===== src/rtl/scalar_writeback_unit_if.sv =====
// scalar_writeback_unit_if: result sources, register-file write port and hazard query bundle.
`ifndef DATA_WIDTH
`define DATA_WIDTH 32
`endif
interface scalar_writeback_unit_if #(
  parameter int DATA_WIDTH = `DATA_WIDTH,
  parameter int FIFO_DEPTH = 4
);
  localparam int CW = $clog2(FIFO_DEPTH) + 1;
  logic                  enable;
  logic                  issue_valid;
  logic [4:0]            issue_rd;
  logic                  lsu_valid, lsu_ready;
  logic [4:0]            lsu_rd;
  logic [DATA_WIDTH-1:0] lsu_data;
  logic                  v2s_valid, v2s_ready;
  logic [4:0]            v2s_rd;
  logic [DATA_WIDTH-1:0] v2s_data;
  logic                  alu_valid, alu_ready;
  logic [4:0]            alu_rd;
  logic [DATA_WIDTH-1:0] alu_data;
  logic                  wb_valid, wb_ready;
  logic [4:0]            wb_rd_address;
  logic [DATA_WIDTH-1:0] wb_data;
  logic [4:0]            query_rs1, query_rs2;
  logic                  rs1_pending, rs2_pending;
  logic                  mask_write;
  logic [CW-1:0]         fifo_count;
  logic                  idle;
  logic                  issue_error;
  modport slave (
    input  enable, issue_valid, issue_rd,
           lsu_valid, lsu_rd, lsu_data, v2s_valid, v2s_rd, v2s_data,
           alu_valid, alu_rd, alu_data, wb_ready, query_rs1, query_rs2,
    output lsu_ready, v2s_ready, alu_ready, wb_valid, wb_rd_address, wb_data,
           rs1_pending, rs2_pending, mask_write, fifo_count, idle, issue_error
  );
  modport master (
    output enable, issue_valid, issue_rd,
           lsu_valid, lsu_rd, lsu_data, v2s_valid, v2s_rd, v2s_data,
           alu_valid, alu_rd, alu_data, wb_ready, query_rs1, query_rs2,
    input  lsu_ready, v2s_ready, alu_ready, wb_valid, wb_rd_address, wb_data,
           rs1_pending, rs2_pending, mask_write, fifo_count, idle, issue_error
  );
endinterface


===== src/rtl/scalar_writeback_unit.sv =====
// scalar_writeback_unit: arbitrates LSU/V2S/ALU results into an ordered writeback queue
// and tracks pending scalar destinations for operand hazard checks.
module scalar_writeback_unit #(
  parameter int DATA_WIDTH = `DATA_WIDTH,
  parameter int FIFO_DEPTH = 4
) (
  input logic                    clk_i,
  input logic                    reset_ni,
  scalar_writeback_unit_if.slave swb_io
);
  localparam int AW = $clog2(FIFO_DEPTH);
  localparam int CW = AW + 1;
  logic [DATA_WIDTH+4:0] mem_q [FIFO_DEPTH];
  logic [AW-1:0]         wr_q, wr_d, rd_q, rd_d;
  logic [CW-1:0]         cnt_q, cnt_d;
  logic [31:0]           pend_q, pend_d;
  logic                  err_q, err_d, mask_q, mask_d;
  logic                  act, pop, space, push, iss;
  logic [4:0]            sel_rd, head_rd;
  logic [DATA_WIDTH-1:0] sel_data;
  // Everything is gated while reset is held so nothing moves until it is released.
  always_comb begin
    act = swb_io.enable & reset_ni;
    head_rd = mem_q[rd_q][DATA_WIDTH+:5];
    pop = act & (cnt_q != '0) & swb_io.wb_ready;
    space = (cnt_q < CW'(FIFO_DEPTH)) | pop;
    swb_io.lsu_ready = act & space & swb_io.lsu_valid;
    swb_io.v2s_ready = act & space & swb_io.v2s_valid & ~swb_io.lsu_valid;
    swb_io.alu_ready = act & space & swb_io.alu_valid & ~swb_io.lsu_valid & ~swb_io.v2s_valid;
    sel_rd = swb_io.lsu_valid ? swb_io.lsu_rd : swb_io.v2s_valid ? swb_io.v2s_rd : swb_io.alu_rd;
    sel_data = swb_io.lsu_valid ? swb_io.lsu_data : swb_io.v2s_valid ? swb_io.v2s_data : swb_io.alu_data;
    push = (swb_io.lsu_ready | swb_io.v2s_ready | swb_io.alu_ready) & (sel_rd != 5'd0);
    iss = act & swb_io.issue_valid & (swb_io.issue_rd != 5'd0);
    wr_d = wr_q + AW'(push);
    rd_d = rd_q + AW'(pop);
    cnt_d = cnt_q + CW'(push) - CW'(pop);
    pend_d = (pend_q & ~(pop ? 32'd1 << head_rd : 32'd0)) | (iss ? 32'd1 << swb_io.issue_rd : 32'd0);
    err_d = err_q | (iss & pend_q[swb_io.issue_rd] & ~(pop & (head_rd == swb_io.issue_rd)));
    mask_d = pop & (head_rd == 5'd31);
    swb_io.wb_valid = act & (cnt_q != '0);
    swb_io.wb_rd_address = head_rd;
    swb_io.wb_data = mem_q[rd_q][DATA_WIDTH-1:0];
    swb_io.rs1_pending = pend_q[swb_io.query_rs1];
    swb_io.rs2_pending = pend_q[swb_io.query_rs2];
    swb_io.mask_write = mask_q;
    swb_io.fifo_count = cnt_q;
    swb_io.idle = (cnt_q == '0) & (pend_q == '0);
    swb_io.issue_error = err_q;
  end
  always_ff @(posedge clk_i) begin
    if (!reset_ni) begin
      wr_q <= '0;
      rd_q <= '0;
      cnt_q <= '0;
      pend_q <= '0;
      err_q <= 1'b0;
      mask_q <= 1'b0;
    end else begin
      wr_q <= wr_d;
      rd_q <= rd_d;
      cnt_q <= cnt_d;
      pend_q <= pend_d;
      err_q <= err_d;
      mask_q <= mask_d;
    end
  end
  always_ff @(posedge clk_i) begin
    if (push) mem_q[wr_q] <= {sel_rd, sel_data};
  end
endmodule


===== src/flat_wrapper.sv =====
// flat-port wrapper written by rule: the top's interface ports become plain ports
module scalar_writeback_unit_flat 
#(
  parameter int DATA_WIDTH = `DATA_WIDTH,
  parameter int FIFO_DEPTH = 4
)
  (clk_i, reset_ni, swb_io_enable, swb_io_issue_valid, swb_io_issue_rd, swb_io_lsu_valid, swb_io_lsu_rd, swb_io_lsu_data, swb_io_v2s_valid, swb_io_v2s_rd, swb_io_v2s_data, swb_io_alu_valid, swb_io_alu_rd, swb_io_alu_data, swb_io_wb_ready, swb_io_query_rs1, swb_io_query_rs2, swb_io_lsu_ready, swb_io_v2s_ready, swb_io_alu_ready, swb_io_wb_valid, swb_io_wb_rd_address, swb_io_wb_data, swb_io_rs1_pending, swb_io_rs2_pending, swb_io_mask_write, swb_io_fifo_count, swb_io_idle, swb_io_issue_error);
  scalar_writeback_unit_if #(.DATA_WIDTH(DATA_WIDTH), .FIFO_DEPTH(FIFO_DEPTH)) swb_io_i ();
  input logic clk_i;
  input logic reset_ni;
  input wire logic [$bits(swb_io_i.enable)-1:0] swb_io_enable;
  input wire logic [$bits(swb_io_i.issue_valid)-1:0] swb_io_issue_valid;
  input wire logic [$bits(swb_io_i.issue_rd)-1:0] swb_io_issue_rd;
  input wire logic [$bits(swb_io_i.lsu_valid)-1:0] swb_io_lsu_valid;
  input wire logic [$bits(swb_io_i.lsu_rd)-1:0] swb_io_lsu_rd;
  input wire logic [$bits(swb_io_i.lsu_data)-1:0] swb_io_lsu_data;
  input wire logic [$bits(swb_io_i.v2s_valid)-1:0] swb_io_v2s_valid;
  input wire logic [$bits(swb_io_i.v2s_rd)-1:0] swb_io_v2s_rd;
  input wire logic [$bits(swb_io_i.v2s_data)-1:0] swb_io_v2s_data;
  input wire logic [$bits(swb_io_i.alu_valid)-1:0] swb_io_alu_valid;
  input wire logic [$bits(swb_io_i.alu_rd)-1:0] swb_io_alu_rd;
  input wire logic [$bits(swb_io_i.alu_data)-1:0] swb_io_alu_data;
  input wire logic [$bits(swb_io_i.wb_ready)-1:0] swb_io_wb_ready;
  input wire logic [$bits(swb_io_i.query_rs1)-1:0] swb_io_query_rs1;
  input wire logic [$bits(swb_io_i.query_rs2)-1:0] swb_io_query_rs2;
  output wire logic [$bits(swb_io_i.lsu_ready)-1:0] swb_io_lsu_ready;
  output wire logic [$bits(swb_io_i.v2s_ready)-1:0] swb_io_v2s_ready;
  output wire logic [$bits(swb_io_i.alu_ready)-1:0] swb_io_alu_ready;
  output wire logic [$bits(swb_io_i.wb_valid)-1:0] swb_io_wb_valid;
  output wire logic [$bits(swb_io_i.wb_rd_address)-1:0] swb_io_wb_rd_address;
  output wire logic [$bits(swb_io_i.wb_data)-1:0] swb_io_wb_data;
  output wire logic [$bits(swb_io_i.rs1_pending)-1:0] swb_io_rs1_pending;
  output wire logic [$bits(swb_io_i.rs2_pending)-1:0] swb_io_rs2_pending;
  output wire logic [$bits(swb_io_i.mask_write)-1:0] swb_io_mask_write;
  output wire logic [$bits(swb_io_i.fifo_count)-1:0] swb_io_fifo_count;
  output wire logic [$bits(swb_io_i.idle)-1:0] swb_io_idle;
  output wire logic [$bits(swb_io_i.issue_error)-1:0] swb_io_issue_error;
  assign swb_io_i.enable = swb_io_enable;
  assign swb_io_i.issue_valid = swb_io_issue_valid;
  assign swb_io_i.issue_rd = swb_io_issue_rd;
  assign swb_io_i.lsu_valid = swb_io_lsu_valid;
  assign swb_io_i.lsu_rd = swb_io_lsu_rd;
  assign swb_io_i.lsu_data = swb_io_lsu_data;
  assign swb_io_i.v2s_valid = swb_io_v2s_valid;
  assign swb_io_i.v2s_rd = swb_io_v2s_rd;
  assign swb_io_i.v2s_data = swb_io_v2s_data;
  assign swb_io_i.alu_valid = swb_io_alu_valid;
  assign swb_io_i.alu_rd = swb_io_alu_rd;
  assign swb_io_i.alu_data = swb_io_alu_data;
  assign swb_io_i.wb_ready = swb_io_wb_ready;
  assign swb_io_i.query_rs1 = swb_io_query_rs1;
  assign swb_io_i.query_rs2 = swb_io_query_rs2;
  assign swb_io_lsu_ready = swb_io_i.lsu_ready;
  assign swb_io_v2s_ready = swb_io_i.v2s_ready;
  assign swb_io_alu_ready = swb_io_i.alu_ready;
  assign swb_io_wb_valid = swb_io_i.wb_valid;
  assign swb_io_wb_rd_address = swb_io_i.wb_rd_address;
  assign swb_io_wb_data = swb_io_i.wb_data;
  assign swb_io_rs1_pending = swb_io_i.rs1_pending;
  assign swb_io_rs2_pending = swb_io_i.rs2_pending;
  assign swb_io_mask_write = swb_io_i.mask_write;
  assign swb_io_fifo_count = swb_io_i.fifo_count;
  assign swb_io_idle = swb_io_i.idle;
  assign swb_io_issue_error = swb_io_i.issue_error;
  scalar_writeback_unit #(.DATA_WIDTH(DATA_WIDTH), .FIFO_DEPTH(FIFO_DEPTH)) u_core (.clk_i(clk_i), .reset_ni(reset_ni), .swb_io(swb_io_i));
endmodule

===== config.mk =====
export PLATFORM = sky130hd
export DESIGN_NAME = scalar_writeback_unit_flat
export DESIGN_NICKNAME = d
export VERILOG_FILES = /design/src/rtl/scalar_writeback_unit_if.sv /design/src/rtl/scalar_writeback_unit.sv /design/src/flat_wrapper.sv
export SDC_FILE = /design/constraint.sdc
export NUM_CORES = 1
export LEC_CHECK = 0
export BUFFER_PORTS_ARGS = -buffer_cell sky130_fd_sc_hd__buf_2
export CAP_MARGIN = 0
export CORE_AREA = 2 2 192 194
export DETAILED_ROUTE_END_ITERATION = 8
export DIE_AREA = 0 0 194 196
export SYNTH_ARGS = -nofsm -noshare
export SYNTH_HDL_FRONTEND = slang
export SYNTH_SLANG_ARGS = --single-unit

===== constraint.sdc =====
create_clock -name clk_i -period 9.86 [get_ports clk_i]
set_input_delay 0.986 -clock clk_i [delete_from_list [all_inputs] [get_ports clk_i]]
set_output_delay 0.986 -clock clk_i [all_outputs]
set_load 0.01 [all_outputs]

# Word level (Yosys, flattened, before mapping)
# Memory sizes are Yosys's and may differ from the RTL's. A register that Yosys moved wholly into a read port is not among the register bits.
# Index checks and enable logic that the tools add are counted.
[classes] bitwise=28 n_addsub=4 eq_ne=2 reduce_logical=5 n_mux=15 magnitude_cmp=4 shifts=2
[ops] operator="two-way mux 32 bit" n=4
[ops] operator="<< shifter 1 x 5 -> 32 bit (first input constant)" n=2
[ops] operator="bitwise AND 32 bit" n=1
[ops] operator="logical NOT 32 bit" n=1
[ops] operator="NOT 32 bit" n=1
[ops] operator="bitwise OR 32 bit" n=1
[ops] operator="bitwise AND 1 bit" n=18
[ops] operator="< comparator 5 x 6 -> 1 bit (second input constant)" n=3
[ops] operator="binary-select mux 1 bit (select 5 bit)" n=3
[ops] operator="two-way mux 5 bit" n=2
[ops] operator="nonzero test 5 bit" n=2
[ops] operator="== test 5 bit" n=1
[ops] operator="== test 5 bit (second input constant)" n=1
[ops] operator="two-way mux 1 bit" n=5
[ops] operator="adder 2 x 1 -> 2 bit" n=2
[ops] operator="bitwise OR 1 bit" n=4
[ops] operator="adder 3 x 1 -> 3 bit" n=1
[ops] operator="logical NOT 3 bit" n=1
[ops] operator="< comparator 3 bit (second input constant)" n=1
[ops] operator="NOT 1 bit" n=3
[ops] operator="nonzero test 3 bit" n=1
[ops] operator="subtractor 3 x 1 -> 3 bit" n=1
[ops] operator="two-way mux 2 bit" n=1
[totals] word_cells=67 mem_bits_rw=148 n_memories=1 reg_bits=41 out_inout_bits=49 in_bits=134
[mem_list] name="u_core.mem_q" depth=4 word_bits=37 read_ports=1 rd_ports_with_merged_regs=1 write_ports=1 line_no="scalar_writeback_unit.sv:13" rtl="logic [DATA_WIDTH+4:0] mem_q [FIFO_DEPTH];"

# Longest topological paths before layout
[logic_depth] word_depth=12 mapped_depth=12 ltp_nobuf=10

# Worst setup path before layout
# OpenSTA, ideal clock, no wires.
[synth_timing] path_type="in2reg" startpoint="input port swb_io_v2s_valid" endpoint="memory u_core.mem_q[0][0] in the netlist's numbering (enable)" path_slack_ns=4.777 path_buffers=2 required_time_ns=9.382 cell_stages=7 t_arrival_ns=4.606 setup_time_ns=0.478 cell_sequence="clkbuf_1 buf_2 mux2i_1 o21ai_0 or4_1 o21ai_1 nor3_1"
[synth_between] elab_cells_between_ends=12 cone_classes="mux (4); bitwise (7); reduce/logical (1)"
[synth_lines] item="from (decl)" line_no="flat_wrapper.sv:17" rtl="input wire logic [$bits(swb_io_i.v2s_valid)-1:0] swb_io_v2s_valid;"
[synth_lines] item="two-way mux 5 bit (2 in a row)" line_no="scalar_writeback_unit.sv:30" rtl="sel_rd = swb_io.lsu_valid ? swb_io.lsu_rd : swb_io.v2s_valid ? swb_io.v2s_rd : swb_io.alu_rd;"
[synth_lines] item="net u_core.sel_rd[4]" line_no="scalar_writeback_unit.sv:19" rtl="logic [4:0] sel_rd, head_rd;"
[synth_lines] item="nonzero test 5 bit" line_no="scalar_writeback_unit.sv:32" rtl="push = (swb_io.lsu_ready | swb_io.v2s_ready | swb_io.alu_ready) & (sel_rd != 5'd0);"
[synth_lines] item="bitwise AND 1 bit" line_no="scalar_writeback_unit.sv:32"
[synth_lines] item="two-way mux 1 bit" line_no="scalar_writeback_unit.sv:68" rtl="if (push) mem_q[wr_q] <= {sel_rd, sel_data};"
[synth_lines] item="two-way mux 1 bit (implied by the code)" line_no="scalar_writeback_unit.sv:68"
[synth_lines] item="to (decl)" line_no="scalar_writeback_unit.sv:13"
# The timed path passes the listed nets, and every way through them passes these cells.

# Final worst setup path
[layout_timing] startpoint="input port swb_io_v2s_valid" endpoint="register u_core.cnt_q[1] (netlist: u_core.swb_io.fifo_count[1])"
[layout_between] elab_cells_between_ends=12 cone_classes="add/sub (2); mux (2); bitwise (7); reduce/logical (1)"
[layout_lines] item="two-way mux 5 bit (2 in a row)" line_no="scalar_writeback_unit.sv:30"
[layout_lines] item="net u_core.sel_rd[1]" line_no="scalar_writeback_unit.sv:19"
[layout_lines] item="nonzero test 5 bit" line_no="scalar_writeback_unit.sv:32"
[layout_lines] item="bitwise AND 1 bit" line_no="scalar_writeback_unit.sv:32"
[layout_lines] item="adder 3 x 1 -> 3 bit" line_no="scalar_writeback_unit.sv:36" rtl="cnt_d = cnt_q + CW'(push) - CW'(pop);"
[layout_lines] item="subtractor 3 x 1 -> 3 bit" line_no="scalar_writeback_unit.sv:36"
[layout_lines] item="to (signal assigned)" line_no="scalar_writeback_unit.sv:61" rtl="cnt_q <= cnt_d;"
[layout_lines] item="to (decl)" line_no="scalar_writeback_unit.sv:15" rtl="logic [CW-1:0] cnt_q, cnt_d;"
# The timed path passes the listed nets, and every way through them passes these cells.
# A chain may end at the register's enable or synchronous reset.

==> impl_metrics.json <==
{
  "status": "completed",
  "whs_path_depth": 2,
  "grt_first_pass_wirelength_mm": 35.03,
  "min_from": "u_core.swb_io.issue_error",
  "rr_worst_depth": 6,
  "initial_core_util_pct": 24.60,
  "port_buffers": 182,
  "gp_congestion": 0.8944,
  "slew_viol_final": 0,
  "yosys-top-cells-area": "edfxtp_1 (50%), mux4_2 (17%), dfxtp_1 (9.2%)",
  "finalSetupViolCount": 0,
  "seq_area_frac_synth_pct": 59.31,
  "place_inst": 1237,
  "grt_use_met1_pct": 15.71,
  "synth_area_um2": 8877,
  "regToRegSetupSlack_ps": 7130,
  "grt_pass1_vias": 5967,
  "pwr-share-seq_pct": 48.1,
  "met3_usage_pct": 3.077,
  "rr_endpoint": "u_core.pend_q[13]",
  "hold_viol": 0,
  "gr-total-overflow": 0,
  "io_pins": 183,
  "p_clk_share_pct": 38.9,
  "drc_errors": 0,
  "whs_ps": 541.9,
  "mostFrequentLayoutCell": "buf_2",
  "diodes": 0,
  "place_area_um2": 10260,
  "cts_tree": "yes",
  "antenna_found_initial": 2,
  "synth_top_cell_area_share_pct": 50.06,
  "layout_common_cells": "buf_2 (182), edfxtp_1 (148), nand2_1 (84)",
  "period_share_pct": 37.74,
  "relSlewSlack_pct": 27.59,
  "whs_endpoint": "u_core.swb_io.issue_error",
  "vdd_drop_max_mv": 0.1186,
  "pwr-share-comb_pct": 13.0,
  "power_switching_share_pct": 27.19,
  "p_per_area_nw_per_um2": 172.5,
  "cp_slowest_cell": "or4_1",
  "numCtsBuffers": 17,
  "antenna_left": 0,
  "crit_buf_inv": 4,
  "rows": 70,
  "grt_max_degree": 79,
  "cp.required_ps": 10220,
  "grt_use_met2_pct": 20.11,
  "crit_chain": "buf_2, buf_4, mux2i_1, o21ai_0, or4_1, o21ai_1, inv_1, ha_1, inv_1, fa_1, nor2b_1",
  "drv_cap": 0,
  "wl_per_cell_um": 18.03,
  "cts_hold_buf": 0,
  "synth_top_cell_by_area": "edfxtp_1",
  "clock_path_buffers": 2,
  "critical-path-max-stage-delay_ps": 580,
  "ys_warn_count": 0,
  "fmax_mhz": 268.7,
  "grt_usage_pct": 12.10,
  "path_class": "input port to flip-flop",
  "drt-total-wl_mm": 22.88,
  "hpwlAfterDp_mm": 15.72,
  "cell_internal_pwr_mw": 1.370,
  "syn-num-nets": 760,
  "fin_util_pct": 30.23,
  "vias": 6006,
  "design_area_um2": 10910,
  "cp.arrival_ps": 4080,
  "cts_sinks": 189,
  "drive_gt1_share_pct": 37.08,
  "post_cts_buffers": 0,
  "finalSetupTns_ps": 0,
  "area_delta_synth_final_pct": 22.86,
  "dieArea_um2": 38020,
  "drt_iter0_markers": 388,
  "cp-end-kind": "flip-flop",
  "design.core.area_um2": 36080,
  "period_needed_ps": 3722,
  "syn_area_per_cell_um2": 14.30,
  "cp_top_family": "buffers and inverters",
  "power_leakage_nw": 3.888,
  "crit_fanout": 40,
  "hp-class": "flip-flop to flip-flop",
  "htreeDepth": 4,
  "num-nets-final": 927,
  "insertion_delay_ps": 440,
  "timing.rr.start": "u_core.rd_q[0]",
  "skew_ps": 21.07,
  "cp_common_cell": "inv_1",
  "fin_cells": 1269,
  "max_slew.worst_pin.slew_ps": 1086,
  "grt_busiest_layer": "met2",
  "firstDrtPassIters": 5,
  "cts_resized": 0,
  "start_kind": "input port",
  "syn_inst": 621,
  "clockRootBuffer": "clkbuf_16",
  "power_switching_mw": 0.5118,
  "drt-vias-per-instance": 4.733,
  "rsz0062_at_grt": "false",
  "die_h_um": 196,
  "synth_cell_types": 45,
  "die_x_um": 194,
  "clk_pin_slew_worst_paths_ps": 80,
  "synth_seq_cells": 189
}
==> Yosys cell counts, drive strengths merged <==
master and n:
a21boi 31, a21oi 2, a221oi 1, a222oi 1, a22o 1, a31oi 1, and2 8, and3 2
buf 22, clkbuf 19, dfxtp 41, edfxtp 148, fa 1, ha 4, inv 11, mux2 2
mux2i 37, mux4 66, nand2 84, nand2b 6, nand3 6, nand3b 2, nand4 2, nor2 13
nor2b 4, nor3 11, nor3b 1, nor4 9, nor4b 1, o211ai 1, o21ai 70, o311a 1
or2 2, or4 1, xnor2 4, xor2 5
==> per-stage QoR <==
step / setup slack [ps] / total power [mW]
2_1_floorplan: 4777 / 1.069
3_3_place_gp: 5781 / 1.169
3_5_place_dp: 5658 / 1.173
4_1_cts: 6101 / 1.900
5_1_grt: 5894 / 1.953
6_report: 6138 / 1.882
==> metal layers <==
metal / up-vias / wire length [um]
met2: 287 / 11090
li1: 2733 / -
met1: 2956 / 9721
met4: 4 / 288
met3: 26 / 1759
met5: - / 23
==> flip-flops by register name, summed over array words and instances, names as in the netlist <==
register,cells
u_core.mem_q,148
u_core.pend_q,32
u_core.swb_io.fifo_count,3
u_core.rd_q,2
u_core.wr_q,2
u_core.swb_io.issue_error,1
u_core.swb_io.mask_write,1
==> final cells by class <==
| class | count | area (um2) |
|---|---|---|
| fillers | 3682 | 25180 |
| flip-flops and latches | 189 | 5268 |
| multi-input cells | 380 | 3403 |
| repair buffers | 189 | 963.4 |
| well taps | 468 | 585.6 |
| clock buffers | 17 | 425.4 |
| clock inverters | 15 | 220.2 |
| inverters | 11 | 41.29 |
==> worst max-delay path by stage <==
stage | startpoint | to | slack, ps | cells past startpoint
3_3_place_gp | swb_io_v2s_valid | u_core.swb_io.fifo_count[1] | 5780 | 11
2_1_floorplan | swb_io_v2s_valid | u_core.mem_q[0][0] | 4780 | 7
3_5_place_dp | swb_io_v2s_valid | u_core.swb_io.fifo_count[1] | 5660 | 11
6_report | swb_io_v2s_valid | u_core.swb_io.fifo_count[1] | 6140 | 11
5_1_grt | swb_io_v2s_valid | u_core.swb_io.fifo_count[1] | 5890 | 11
4_1_cts | swb_io_v2s_valid | u_core.swb_io.fifo_count[1] | 6100 | 11
==> cell families after synthesis <==
| logic type | synth area share [%] |
|---|---|
| AND/OR/NAND/NOR | 8.006 |
| XOR/XNOR | 0.8879 |
| flip-flops | 59.31 |
| AO/OA/AOI/OAI | 7.259 |
| buffers and inverters | 2.579 |
| multiplexers | 21.17 |
| adder cells (fa/ha/maj) | 0.7893 |
==> power groups by stage <==
stage / Sequential (mW) / Clock (mW) / Combinational, mW
CTS: 0.905 / 0.745 / 0.250
global route: 0.908 / 0.773 / 0.271
global placement: 0.923 / 0 / 0.247
finish: 0.905 / 0.732 / 0.245
floorplan: 0.921 / 0 / 0.149
detailed placement: 0.924 / 0 / 0.249
==> worst min-delay path: stages (launching register included) <==
cell	delay, ps
dfxtp_1	330
nand2_1	80
a222oi_1	70
Note: power is estimated with default switching activity, not from simulation.
